$ cat src/rtl/seg7_pkg.sv
// Shared seven-segment definitions: scheduler state type, digit count and the
// hex glyph decoder used by every display user on the board.
package seg7_pkg;

  typedef enum logic [0:0] {S_IDLE, S_OWN} sched_state_t;

  localparam int unsigned NUM_DIGITS = 8;

  // 4-bit code to active-low {DP,CG,CF,CE,CD,CC,CB,CA}; DP always off.
  function automatic logic [7:0] seg7_glyph(input logic [3:0] code);
    logic [7:0] pat;
    case (code)
      4'h0:    pat = 8'hC0;
      4'h1:    pat = 8'hF9;
      4'h2:    pat = 8'hA4;
      4'h3:    pat = 8'hB0;
      4'h4:    pat = 8'h99;
      4'h5:    pat = 8'h92;
      4'h6:    pat = 8'h82;
      4'h7:    pat = 8'hF8;
      4'h8:    pat = 8'h80;
      4'h9:    pat = 8'h90;
      4'hA:    pat = 8'h88;
      4'hB:    pat = 8'h83;
      4'hC:    pat = 8'hC6;
      4'hD:    pat = 8'hA1;
      4'hE:    pat = 8'h86;
      default: pat = 8'h8E;
    endcase
    return pat;
  endfunction

endpackage

$ cat src/rtl/seg7_display_scheduler_rr_pick.sv
// Combinational round-robin selector: first set request after owner_i,
// wrapping, with owner_i itself examined last.
module rr_pick #(
  parameter int unsigned NUM_REQ = 3,
  localparam int unsigned IdxW   = $clog2(NUM_REQ)
) (
  input  logic [NUM_REQ-1:0] req_i,
  input  logic [IdxW-1:0]    owner_i,
  output logic               found_o,
  output logic [IdxW-1:0]    next_o
);

  logic [IdxW:0] sum;

  always_comb begin
    found_o = 1'b0;
    next_o  = '0;
    sum     = '0;
    for (int k = 1; k <= int'(NUM_REQ); k++) begin
      sum = {1'b0, owner_i} + (IdxW+1)'(k);
      // owner_i < NUM_REQ and k <= NUM_REQ, so one subtraction wraps it
      if (sum >= (IdxW+1)'(NUM_REQ)) begin
        sum = sum - (IdxW+1)'(NUM_REQ);
      end
      if (!found_o && req_i[sum[IdxW-1:0]]) begin
        found_o = 1'b1;
        next_o  = sum[IdxW-1:0];
      end
    end
  end

endmodule

$ cat src/rtl/seg7_display_scheduler.sv
// Time-shares an 8-digit common-anode display among NUM_REQ requesters with
// frame-aligned round-robin grants, per-frame snapshots and guarded digit scan.
module seg7_display_scheduler
  import seg7_pkg::*;
#(
  parameter int unsigned NUM_REQ     = 3,
  parameter int unsigned SCAN_DIV    = 100_000,
  parameter int unsigned GUARD_CYC   = 200,
  parameter int unsigned HOLD_FRAMES = 64
) (
  input  logic                 CLK100MHZ,
  input  logic                 RST,
  input  logic [NUM_REQ-1:0]   req,
  input  logic [NUM_REQ*32-1:0] digits,
  input  logic [NUM_REQ*8-1:0] blank,
  output logic [NUM_REQ-1:0]   gnt,
  output logic                 frame_tick,
  output logic [7:0]           AN,
  output logic                 CA,
  output logic                 CB,
  output logic                 CC,
  output logic                 CD,
  output logic                 CE,
  output logic                 CF,
  output logic                 CG,
  output logic                 DP
);

  localparam int unsigned IdxW  = $clog2(NUM_REQ);
  localparam int unsigned SlotW = $clog2(SCAN_DIV);
  localparam int unsigned FcW   = (HOLD_FRAMES > 1) ? $clog2(HOLD_FRAMES) : 1;

  logic [SlotW-1:0] slot_q, slot_d;
  logic [2:0]       idx_q, idx_d;
  logic             slot_tc;

  sched_state_t     state_q;
  logic [NUM_REQ-1:0] gnt_q;
  logic [IdxW-1:0]  owner_q;
  logic [FcW-1:0]   fc_q;
  logic [31:0]      dig_snap_q;
  logic [7:0]       blank_snap_q;

  logic [IdxW-1:0]  pick_base, pick_idx, sel_idx;
  logic             pick_found, hold;
  logic [31:0]      sel_dig;
  logic [7:0]       sel_blank;

  logic             an_off;
  logic [3:0]       nib;
  logic [7:0]       seg;

  // Scan counters
  always_comb begin
    slot_tc    = (slot_q == SlotW'(SCAN_DIV - 1));
    slot_d     = slot_tc ? '0 : slot_q + 1'b1;
    idx_d      = slot_tc ? idx_q + 3'd1 : idx_q;
    frame_tick = slot_tc && (idx_q == 3'(NUM_DIGITS - 1));
  end

  always_ff @(posedge CLK100MHZ or posedge RST) begin
    if (RST) begin
      slot_q <= '0;
      idx_q  <= '0;
    end else begin
      slot_q <= slot_d;
      idx_q  <= idx_d;
    end
  end

  // From idle, starting the search after the top index yields the lowest set request.
  assign pick_base = (state_q == S_IDLE) ? IdxW'(NUM_REQ - 1) : owner_q;

  rr_pick #(
    .NUM_REQ (NUM_REQ)
  ) u_rr_pick (
    .req_i   (req),
    .owner_i (pick_base),
    .found_o (pick_found),
    .next_o  (pick_idx)
  );

  always_comb begin
    hold      = (state_q == S_OWN) && req[owner_q] && (fc_q < FcW'(HOLD_FRAMES - 1));
    sel_idx   = hold ? owner_q : pick_idx;
    sel_dig   = '0;
    sel_blank = '0;
    for (int i = 0; i < int'(NUM_REQ); i++) begin
      if (sel_idx == IdxW'(i)) begin
        sel_dig   = digits[i*32 +: 32];
        sel_blank = blank[i*8 +: 8];
      end
    end
  end

  // Arbitration FSM; everything it owns changes only at a frame boundary.
  always_ff @(posedge CLK100MHZ or posedge RST) begin
    if (RST) begin
      state_q      <= S_IDLE;
      gnt_q        <= '0;
      owner_q      <= '0;
      fc_q         <= '0;
      dig_snap_q   <= '0;
      blank_snap_q <= '0;
    end else if (frame_tick) begin
      case (state_q)
        S_IDLE: begin
          if (pick_found) begin
            state_q      <= S_OWN;
            owner_q      <= pick_idx;
            gnt_q        <= {{(NUM_REQ-1){1'b0}}, 1'b1} << pick_idx;
            fc_q         <= '0;
            dig_snap_q   <= sel_dig;
            blank_snap_q <= sel_blank;
          end
        end
        S_OWN: begin
          if (hold) begin
            fc_q         <= fc_q + 1'b1;
            dig_snap_q   <= sel_dig;
            blank_snap_q <= sel_blank;
          end else if (pick_found) begin
            owner_q      <= pick_idx;
            gnt_q        <= {{(NUM_REQ-1){1'b0}}, 1'b1} << pick_idx;
            fc_q         <= '0;
            dig_snap_q   <= sel_dig;
            blank_snap_q <= sel_blank;
          end else begin
            state_q <= S_IDLE;
            gnt_q   <= '0;
            fc_q    <= '0;
          end
        end
        default: begin
          state_q <= S_IDLE;
          gnt_q   <= '0;
        end
      endcase
    end
  end

  assign gnt = gnt_q;

  always_comb begin
    an_off = (slot_q < SlotW'(GUARD_CYC)) || (state_q == S_IDLE) || blank_snap_q[idx_q];
    AN     = an_off ? 8'hFF : ~(8'd1 << idx_q);
    nib    = dig_snap_q[{idx_q, 2'b00} +: 4];
    seg    = an_off ? 8'hFF : seg7_glyph(nib);
    {DP, CG, CF, CE, CD, CC, CB, CA} = seg;
  end

endmodule

$ cat config.mk
export PLATFORM = sky130hd
export DESIGN_NAME = seg7_display_scheduler
export DESIGN_NICKNAME = d
export VERILOG_FILES = /design/src/rtl/seg7_pkg.sv /design/src/rtl/seg7_display_scheduler_rr_pick.sv /design/src/rtl/seg7_display_scheduler.sv
export SDC_FILE = /design/constraint.sdc
export NUM_CORES = 1
export LEC_CHECK = 0
export BUFFER_PORTS_ARGS = -buffer_cell sky130_fd_sc_hd__buf_2
export CAP_MARGIN = 20
export CELL_PAD_IN_SITES_DETAIL_PLACEMENT = 0
export CELL_PAD_IN_SITES_GLOBAL_PLACEMENT = 1
export CORE_MARGIN = 5
export CORE_UTILIZATION = 42
export DETAILED_ROUTE_END_ITERATION = 8
export PLACE_DENSITY_LB_ADDON = 0.1
export SLEW_MARGIN = 10
export SYNTH_ARGS = -nofsm -noshare
export SYNTH_HDL_FRONTEND = slang
export SYNTH_SLANG_ARGS = --single-unit
export TNS_END_PERCENT = 5
$ cat constraint.sdc
create_clock -name CLK100MHZ -period 8 [get_ports CLK100MHZ]
set_input_delay 0.4 -clock CLK100MHZ [delete_from_list [all_inputs] [get_ports CLK100MHZ]]
set_output_delay 0.4 -clock CLK100MHZ [all_outputs]
set_load 0.005 [all_outputs]
==> impl_metrics.xml, run 1 <==
<?xml version="1.0" encoding="UTF-8"?>
<metrics>
  <group name="worst_setup_path">
    <metric name="r2r.worst_path.cells" unit="">8</metric>
    <metric name="worst_r2r_startpoint" unit="">slot_q[14]</metric>
    <metric name="crit_path_frequent_cell" unit="">sky130_fd_sc_hd__a21oi_1</metric>
    <metric name="critical_path_arrival" unit="ns">3.59</metric>
    <metric name="startpoint_type" unit="">flop</metric>
    <metric name="critical_path.slowest_cell" unit="">sky130_fd_sc_hd__dfrtp_1</metric>
    <metric name="crit-reg2reg-capture" unit="">dig_snap_q[24]</metric>
    <metric name="worst-setup-path-type" unit="">flop to primary output</metric>
    <metric name="critPathMaxFanout" unit="">13</metric>
    <metric name="crit_required" unit="ns">7.60</metric>
    <metric name="path_buf_inv" unit="">1</metric>
    <metric name="worstPathCellList" unit="">mux4_2 &gt; a21oi_1 &gt; o31ai_1 &gt; a21oi_1 &gt; o311ai_0 &gt; buf_2</metric>
    <metric name="timing.critical_path.max_delay_family" unit="">compound AO/OA/AOI/OAI gates</metric>
    <metric name="r2r_setup_slack" unit="ns">4.35</metric>
    <metric name="slowest_cell_delay_on_critical_path" unit="ns">0.84</metric>
    <metric name="setup.worst_path.end_class" unit="">primary output</metric>
  </group>
  <group name="logic_synthesis">
    <metric name="synth_compound_area_share" unit="%">24.4</metric>
    <metric name="postSynth.asyncResetShare" unit="%">100</metric>
    <metric name="synth-edff-count" unit="">0</metric>
    <metric name="yosysSeqAreaShare" unit="%">41.0</metric>
    <metric name="netlist_top_cells_area" unit="">sky130_fd_sc_hd__dfrtp_1 41%, sky130_fd_sc_hd__a221o_1 8.7%, sky130_fd_sc_hd__a22o_1 8.0%</metric>
    <metric name="yosysWarnings" unit="">0</metric>
    <metric name="synth_adder_area_share" unit="%">4.84</metric>
    <metric name="synth_area_in_simple_gates" unit="%">13.3</metric>
    <metric name="yosysMostFrequentCell" unit="">sky130_fd_sc_hd__dfrtp_1</metric>
    <metric name="yosys.area.top_type_share" unit="%">41.0</metric>
    <metric name="synthCells" unit="">415</metric>
    <metric name="netlist_area" unit="mm^2">0.00439</metric>
    <metric name="ys_types" unit="">55</metric>
    <metric name="synth.area.mux_share" unit="%">8.72</metric>
    <metric name="syn_nets" unit="">557</metric>
    <metric name="synth_seq_cells" unit="">72</metric>
    <metric name="cell_type_with_the_largest_total_area_after_synthesis" unit="">sky130_fd_sc_hd__dfrtp_1</metric>
    <metric name="post_synth_xor_area_fraction" unit="%">2.99</metric>
    <metric name="synth.avg_cell_area" unit="um^2">10.6</metric>
    <metric name="synth_top_cells_by_count" unit="">72 x sky130_fd_sc_hd__dfrtp_1, 40 x sky130_fd_sc_hd__a22o_1, 38 x sky130_fd_sc_hd__a221o_1</metric>
    <metric name="combinational_family_with_the_most_area_after_synthesis" unit="">compound AO/OA/AOI/OAI gates</metric>
    <metric name="synthFlopType" unit="">sky130_fd_sc_hd__dfrtp_1</metric>
  </group>
  <group name="route">
    <metric name="antenna_left" unit="">0</metric>
    <metric name="routed_length_per_instance" unit="um">17.8</metric>
    <metric name="wirelength" unit="um">12200</metric>
    <metric name="detail_route.drc_violations" unit="">0</metric>
    <metric name="detailedRoute.firstIterationViolations" unit="">223</metric>
    <metric name="detail_route.first_pass.iterations" unit="">4</metric>
    <metric name="dr_vias" unit="">3833</metric>
    <metric name="avgViaCountPerCell" unit="">5.60</metric>
  </group>
  <group name="layout">
    <metric name="area_delta_synth_final" unit="%">21.5</metric>
    <metric name="combined_area_of_the_multi_input_logic_cells" unit="mm^2">0.00240</metric>
    <metric name="fraction_of_layout_instances_using_a_drive_strength_above_1" unit="%">34.4</metric>
    <metric name="register_area" unit="mm^2">0.00180</metric>
    <metric name="postLayoutCellArea" unit="mm^2">0.00534</metric>
    <metric name="fill_cells" unit="">988</metric>
    <metric name="layout.nets" unit="">687</metric>
    <metric name="antenna_cells" unit="">0</metric>
  </group>
  <group name="sta">
    <metric name="final.setup.tns" unit="ns">0</metric>
    <metric name="final.min_clock_period" unit="ns">3.99</metric>
    <metric name="slew_headroom" unit="%">39.3</metric>
    <metric name="timing.final.ws_setup" unit="ns">4.01</metric>
    <metric name="hold_ws" unit="ns">0.284</metric>
    <metric name="fin_worst_skew" unit="ns">0.00576</metric>
    <metric name="hold_viol_final" unit="">0</metric>
    <metric name="slew_viol_final" unit="">0</metric>
    <metric name="grt_setup_unrepaired" unit="">false</metric>
    <metric name="maxClockFrequency" unit="MHz">251</metric>
    <metric name="crit_share_post_route" unit="%">49.9</metric>
    <metric name="worst_pin_slew" unit="ns">0.885</metric>
    <metric name="report.final.setup_viol" unit="">0</metric>
  </group>
  <group name="die">
    <metric name="floorplan.die_area" unit="mm^2">0.0126</metric>
    <metric name="die_width" unit="um">112</metric>
    <metric name="initial_cell_density_of_the_core" unit="%">42.7</metric>
    <metric name="ioPinCount" unit="">145</metric>
    <metric name="core_area" unit="mm^2">0.0103</metric>
    <metric name="rows" unit="">37</metric>
    <metric name="dieHeight" unit="um">112</metric>
  </group>
  <group name="hold_path">
    <metric name="worstHoldPathCells" unit="">2</metric>
    <metric name="min_delay_worst_endpoint" unit="">dig_snap_q[10]</metric>
    <metric name="worst_min_delay_path_category" unit="">primary input to flop</metric>
    <metric name="hold_path_startpoint" unit="">digits[42]</metric>
  </group>
  <group name="cts">
    <metric name="worst_skew_pair.late_latency" unit="ns">0.34</metric>
    <metric name="worst_path_clk_slew" unit="ns">0.07</metric>
    <metric name="cts.htree.levels" unit="">3</metric>
    <metric name="tritoncts_num_sinks" unit="">72</metric>
    <metric name="post-cts-setup-buffers" unit="">0</metric>
    <metric name="clock_tree_from_tritoncts" unit="">done</metric>
    <metric name="cts.path.max_buffers" unit="">2</metric>
    <metric name="cts_hold_repair.buffers" unit="">0</metric>
    <metric name="cts-resized-gates" unit="">0</metric>
    <metric name="numCtsBuffers" unit="">9</metric>
    <metric name="clockRootBuffer" unit="">sky130_fd_sc_hd__clkbuf_8</metric>
  </group>
  <group name="placed_design">
    <metric name="pre_cts_ws" unit="ns">3.72</metric>
    <metric name="dp_wirelength" unit="um">9020</metric>
    <metric name="portBuffers" unit="">143</metric>
    <metric name="dpl-instance-area" unit="mm^2">0.00515</metric>
    <metric name="gp_routability_congestion" unit="">0.831</metric>
  </group>
  <group name="pwr">
    <metric name="p_per_area" unit="mW/mm^2">123</metric>
    <metric name="power_leakage" unit="nW">2.60</metric>
    <metric name="finalPower" unit="uW">659</metric>
    <metric name="vdd_ir_drop_max" unit="uV">67.3</metric>
  </group>
  <group name="global_route">
    <metric name="antenna_violations_before_repair" unit="">0</metric>
    <metric name="grt.total_usage" unit="%">19.6</metric>
    <metric name="grt_max_degree" unit="">73</metric>
    <metric name="first_global_vias" unit="">4065</metric>
    <metric name="grt_pass1_wl" unit="um">20000</metric>
    <metric name="overflow" unit="">0</metric>
  </group>
  <group name="flow_run">
    <metric name="cap_violations" unit="">0</metric>
  </group>
  <group name="status">
    <metric name="run_status" unit="">finished clean</metric>
  </group>
</metrics>
[cell families (layout without fill, tap and decap cells)]
kind of cell / Yosys count / after routing
and+or+nand+nor: 114 / 114
DFF: 72 / 72
xor gates and xnor gates: 15 / 15
buffers and inverters: 41 / 175
AOI/OAI and AO/OA: 130 / 130
muxes: 25 / 25
other: 1 / 1
adders and majority gates: 17 / 17
[worst reg2reg max path, stage by stage (launching register included)]
cell	delay, ns
sky130_fd_sc_hd__dfrtp_1	0.41
sky130_fd_sc_hd__or4_1	0.55
sky130_fd_sc_hd__nor4_1	0.27
sky130_fd_sc_hd__and4_1	0.63
sky130_fd_sc_hd__nand3_2	0.36
sky130_fd_sc_hd__buf_12	0.28
sky130_fd_sc_hd__nor2_2	0.47
sky130_fd_sc_hd__buf_4	0.40
sky130_fd_sc_hd__a221o_1	0.22
[through the flow]
step,util [%],std cells
final,51.9,685
after global routing,51.9,685
after CTS,51.7,683
after detailed placement,50.2,668
after global placement,50.2,668
after floorplan,-,415
[layer usage]
metal,up-vias,part of all wire (%),GRT usage [%]
li1,1851,-,-
met1,1859,45,26.0
met2,119,49,32.5
met3,4,5.7,4.58
met4,0,0.57,4.97
met5,-,0,0
[final cells by class]
type | instances | area share (%)
clock buffer | 11 | 2.46
timing repair buffer | 149 | 14.5
tap | 136 | 3.19
multi-input combinational | 302 | 44.9
sequential | 72 | 33.8
clock inverter | 4 | 0.422
inverter | 11 | 0.774
[worst max path at each step]
stage,from,endpoint,slack [ns],cells past startpoint
floorplan,owner_q[1],blank_snap_q[0],5.16,14
global placement,slot_q[14],dig_snap_q[4],3.79,7
detailed placement,slot_q[14],dig_snap_q[2],3.72,7
CTS,slot_q[14],dig_snap_q[24],3.68,7
global route,idx_q[0],CC,3.73,6
finish,idx_q[0],CC,4.01,6
[state kept, by name, indices dropped and copies added, names as in the netlist]
register and flops:
blank_snap_q 8, dig_snap_q 32, fc_q 6, gnt 3
idx_q 3, owner_q 2, slot_q 17, state_q 1
[report_power, final]
group          total (mW)          switching, mW  leakage, nW  internal [mW]
clock network       0.243                  0.133       0.0789          0.109
logic              0.0527                 0.0261         1.54         0.0266
registers           0.364  0.0000000000000000597        0.981          0.364
total               0.659                  0.159         2.60          0.500
[cell usage in the layout, fill, tap and decap left out, drive strengths merged, types with 7 or more instances in the layout]
cell    count
a22o       40
clkbuf     11
a221o      38
o21ai      22
ha         17
nor2       24
mux4       10
xnor2       7
xor2        8
buf       149
nand3      16
inv        10
mux2i       9
dfrtp      72
a21oi       7
nand2      35
Note: power is estimated with default switching activity, not from simulation.
==> inputs of run 2 (changes only) <==
Settings changed: ABC_AREA set to 1, CORE_UTILIZATION 42 to 37.
Clock period 8 ns to 3.85 ns, I/O delays scaled along.
==> run 2 against run 1 <==
  * First-iteration DRC count increased by 120%
  * Clock power increased to 4.0 times the previous value
  * Register-to-register slack got worse by 3.4 ns
  * Design area increased by 19%
  * Area after synthesis increased by 17%
  * Worst setup slack got worse by 3.4 ns
  * Cell count increased by 59%
  * Combinational power increased to 6.1 times the previous value
  * Via count increased by 41%
  * Critical path depth increased by 7
  * Critical path type unchanged
==> impl_metrics.xml, run 2 <==
<?xml version="1.0" encoding="UTF-8"?>
<metrics>
  <group name="status">
    <metric name="run_status" unit="">finished clean</metric>
  </group>
  <group name="worst_setup_path">
    <metric name="r2r_setup_slack" unit="ns">0.94</metric>
    <metric name="startpoint_type" unit="">flop</metric>
    <metric name="crit_required" unit="ns">3.66</metric>
    <metric name="crit-reg2reg-capture" unit="">dig_snap_q[25]</metric>
    <metric name="worst-setup-path-type" unit="">flop to primary output</metric>
    <metric name="r2r.worst_path.cells" unit="">14</metric>
    <metric name="setup.worst_path.end_class" unit="">primary output</metric>
    <metric name="critical_path_arrival" unit="ns">3.02</metric>
    <metric name="critPathMaxFanout" unit="">24</metric>
    <metric name="worst_r2r_startpoint" unit="">state_q</metric>
  </group>
  <group name="sta">
    <metric name="final.setup.tns" unit="ns">0</metric>
    <metric name="fin_worst_skew" unit="ns">0.00722</metric>
    <metric name="crit_share_post_route" unit="%">83.4</metric>
    <metric name="slew_headroom" unit="%">39.7</metric>
    <metric name="hold_viol_final" unit="">0</metric>
    <metric name="report.final.setup_viol" unit="">0</metric>
    <metric name="worst_pin_slew" unit="ns">0.903</metric>
    <metric name="maxClockFrequency" unit="MHz">311</metric>
    <metric name="final.min_clock_period" unit="ns">3.21</metric>
    <metric name="grt_setup_unrepaired" unit="">false</metric>
    <metric name="slew_viol_final" unit="">0</metric>
  </group>
  <group name="global_route">
    <metric name="grt_max_degree" unit="">47</metric>
    <metric name="grt.total_usage" unit="%">18.8</metric>
    <metric name="grt_pass1_wl" unit="um">25500</metric>
    <metric name="first_global_vias" unit="">5481</metric>
    <metric name="overflow" unit="">0</metric>
    <metric name="antenna_violations_before_repair" unit="">0</metric>
  </group>
  <group name="cts">
    <metric name="worst_path_clk_slew" unit="ns">0.06</metric>
    <metric name="cts.path.max_buffers" unit="">2</metric>
    <metric name="tritoncts_num_sinks" unit="">72</metric>
    <metric name="clock_tree_from_tritoncts" unit="">done</metric>
    <metric name="numCtsBuffers" unit="">9</metric>
    <metric name="clockRootBuffer" unit="">sky130_fd_sc_hd__clkbuf_16</metric>
    <metric name="post-cts-setup-buffers" unit="">0</metric>
    <metric name="cts-resized-gates" unit="">0</metric>
    <metric name="cts_hold_repair.buffers" unit="">0</metric>
    <metric name="worst_skew_pair.late_latency" unit="ns">0.33</metric>
    <metric name="cts.htree.levels" unit="">3</metric>
  </group>
  <group name="layout">
    <metric name="largest_registers" unit="">dig_snap_q: 32 flops, slot_q: 17 flops, blank_snap_q: 8 flops</metric>
    <metric name="fraction_of_layout_instances_using_a_drive_strength_above_1" unit="%">20.7</metric>
    <metric name="largest_reg_flops" unit="">32</metric>
    <metric name="layout.nets" unit="">1048</metric>
    <metric name="fill_cells" unit="">1470</metric>
    <metric name="postLayoutCellArea" unit="mm^2">0.00633</metric>
    <metric name="layout_common_cells" unit="">208 x sky130_fd_sc_hd__nand2_1, 145 x sky130_fd_sc_hd__nor2_1, 143 x sky130_fd_sc_hd__buf_2, 91 x sky130_fd_sc_hd__nand3_1, 72 x sky130_fd_sc_hd__dfrtp_1</metric>
    <metric name="antenna_cells" unit="">0</metric>
    <metric name="area_delta_synth_final" unit="%">22.7</metric>
    <metric name="layout.cells.most_common" unit="">sky130_fd_sc_hd__nand2_1</metric>
    <metric name="largest_register" unit="">dig_snap_q</metric>
  </group>
  <group name="die">
    <metric name="core_area" unit="mm^2">0.0138</metric>
    <metric name="dieHeight" unit="um">128</metric>
    <metric name="initial_cell_density_of_the_core" unit="%">37.4</metric>
    <metric name="rows" unit="">43</metric>
    <metric name="floorplan.die_area" unit="mm^2">0.0164</metric>
    <metric name="ioPinCount" unit="">145</metric>
    <metric name="die_width" unit="um">128</metric>
  </group>
  <group name="route">
    <metric name="routed_length_per_instance" unit="um">13.8</metric>
    <metric name="avgViaCountPerCell" unit="">4.95</metric>
    <metric name="detailedRoute.firstIterationViolations" unit="">494</metric>
    <metric name="detail_route.drc_violations" unit="">0</metric>
    <metric name="wirelength" unit="um">15100</metric>
    <metric name="antenna_left" unit="">0</metric>
    <metric name="dr_vias" unit="">5404</metric>
    <metric name="detail_route.first_pass.iterations" unit="">5</metric>
  </group>
  <group name="logic_synthesis">
    <metric name="synth.avg_cell_area" unit="um^2">6.61</metric>
    <metric name="yosysWarnings" unit="">0</metric>
    <metric name="yosysSeqAreaShare" unit="%">34.9</metric>
    <metric name="netlist_area" unit="mm^2">0.00516</metric>
    <metric name="postSynth.asyncResetShare" unit="%">100</metric>
    <metric name="yosysMostFrequentCell" unit="">sky130_fd_sc_hd__nand2_1</metric>
    <metric name="synth_top_cells_by_count" unit="">209 x sky130_fd_sc_hd__nand2_1, 145 x sky130_fd_sc_hd__nor2_1, 91 x sky130_fd_sc_hd__nand3_1</metric>
    <metric name="netlist_top_cells_area" unit="">sky130_fd_sc_hd__dfrtp_1 35%, sky130_fd_sc_hd__nand2_1 15%, sky130_fd_sc_hd__nor2_1 11%</metric>
    <metric name="synthCells" unit="">780</metric>
    <metric name="syn_nets" unit="">922</metric>
    <metric name="ys_types" unit="">39</metric>
    <metric name="yosys.area.top_type_share" unit="%">34.9</metric>
    <metric name="synth_seq_cells" unit="">72</metric>
    <metric name="synth-edff-count" unit="">0</metric>
    <metric name="cell_type_with_the_largest_total_area_after_synthesis" unit="">sky130_fd_sc_hd__dfrtp_1</metric>
    <metric name="synthFlopType" unit="">sky130_fd_sc_hd__dfrtp_1</metric>
  </group>
  <group name="placed_design">
    <metric name="dpl-instance-area" unit="mm^2">0.00597</metric>
    <metric name="dp_wirelength" unit="um">11500</metric>
    <metric name="gp_routability_congestion" unit="">0.893</metric>
    <metric name="portBuffers" unit="">143</metric>
  </group>
  <group name="pwr">
    <metric name="p_per_area" unit="mW/mm^2">335</metric>
    <metric name="power_leakage" unit="nW">3.19</metric>
    <metric name="vdd_ir_drop_max" unit="uV">225</metric>
  </group>
  <group name="hold_path">
    <metric name="worst_min_delay_path_category" unit="">primary input to async pin</metric>
  </group>
  <group name="flow_run">
    <metric name="cap_violations" unit="">0</metric>
  </group>
</metrics>
run 2: cell families after synthesis:
group	count (synthesis)	synth area share, %
AOI/OAI and AO/OA	75	8.27
buffers and inverters	104	8.81
adders and majority gates	17	4.13
other	1	0.0727
and+or+nand+nor	505	42.7
muxes	1	0.218
DFF	72	34.9
xor gates and xnor gates	5	0.849
run 2: final cells by class:
class                   instances  area [um^2]  share of cell area (%)
multi-input cells             604         2910                    46.0
flip-flops and latches         72         1800                    28.5
repair buffers                152          783                    12.4
clock buffers                  11          253                    4.00
inverters                      67          251                    3.98
well taps                     180          225                    3.56
clock inverters                 5          103                    1.62
run 2: power breakdown:
part           leakage (nW)  internal, mW  switching [mW]
Combinational          2.14         0.129           0.193
Sequential            0.881         0.790          0.0227
Clock                 0.172         0.667           0.317
run 2: critical path: stages, from the launching register on:
cell and delay, ns:
sky130_fd_sc_hd__dfrtp_1 0.36, sky130_fd_sc_hd__buf_4 0.21, sky130_fd_sc_hd__inv_2 0.29, sky130_fd_sc_hd__nor2_1 0.09, sky130_fd_sc_hd__o22ai_1 0.17, sky130_fd_sc_hd__inv_1 0.06, sky130_fd_sc_hd__o21ai_0 0.54, sky130_fd_sc_hd__inv_1 0.19
sky130_fd_sc_hd__ha_1 0.27, sky130_fd_sc_hd__inv_1 0.08, sky130_fd_sc_hd__a21oi_1 0.08, sky130_fd_sc_hd__o21ai_0 0.10, sky130_fd_sc_hd__nand3_1 0.09, sky130_fd_sc_hd__buf_2 0.16
run 2: stage by stage:
step / instances / power, mW / utilization, % / worst slack (ns) / hold WS [ns]
after floorplan: 780 / 1.03 / - / 1.51 / 0.392
after global placement: 1075 / 1.15 / 43.4 / 1.07 / 0.436
after detailed placement: 1075 / 1.15 / 43.4 / 0.993 / 0.458
after CTS: 1091 / 2.15 / 45.9 / 0.643 / 0.0894
after global routing: 1091 / 2.23 / 45.9 / 0.359 / 0.164
final: 1091 / 2.12 / 45.9 / 0.638 / 0.0573
run 2: per-layer routing:
layer	vias up	track usage, %	routed length [um]	part of all wire, %
met3	23	3.54	700	4.6
met4	0	5.37	253	1.7
met5	-	0	0	0
met1	2454	25.1	7030	47
met2	159	31.3	7100	47
li1	2768	-	-	-
run 2: how the worst max path moves through the flow:
| stage | startpoint | end | slack [ns] |
|---|---|---|---|
| 6_report | idx_q[0] | CA | 0.64 |
| 2_1_floorplan | idx_q[0] | CA | 1.51 |
| 4_1_cts | idx_q[0] | CA | 0.64 |
| 3_5_place_dp | state_q | dig_snap_q[25] | 0.99 |
| 3_3_place_gp | idx_q[0] | CA | 1.07 |
| 5_1_grt | idx_q[0] | CA | 0.36 |
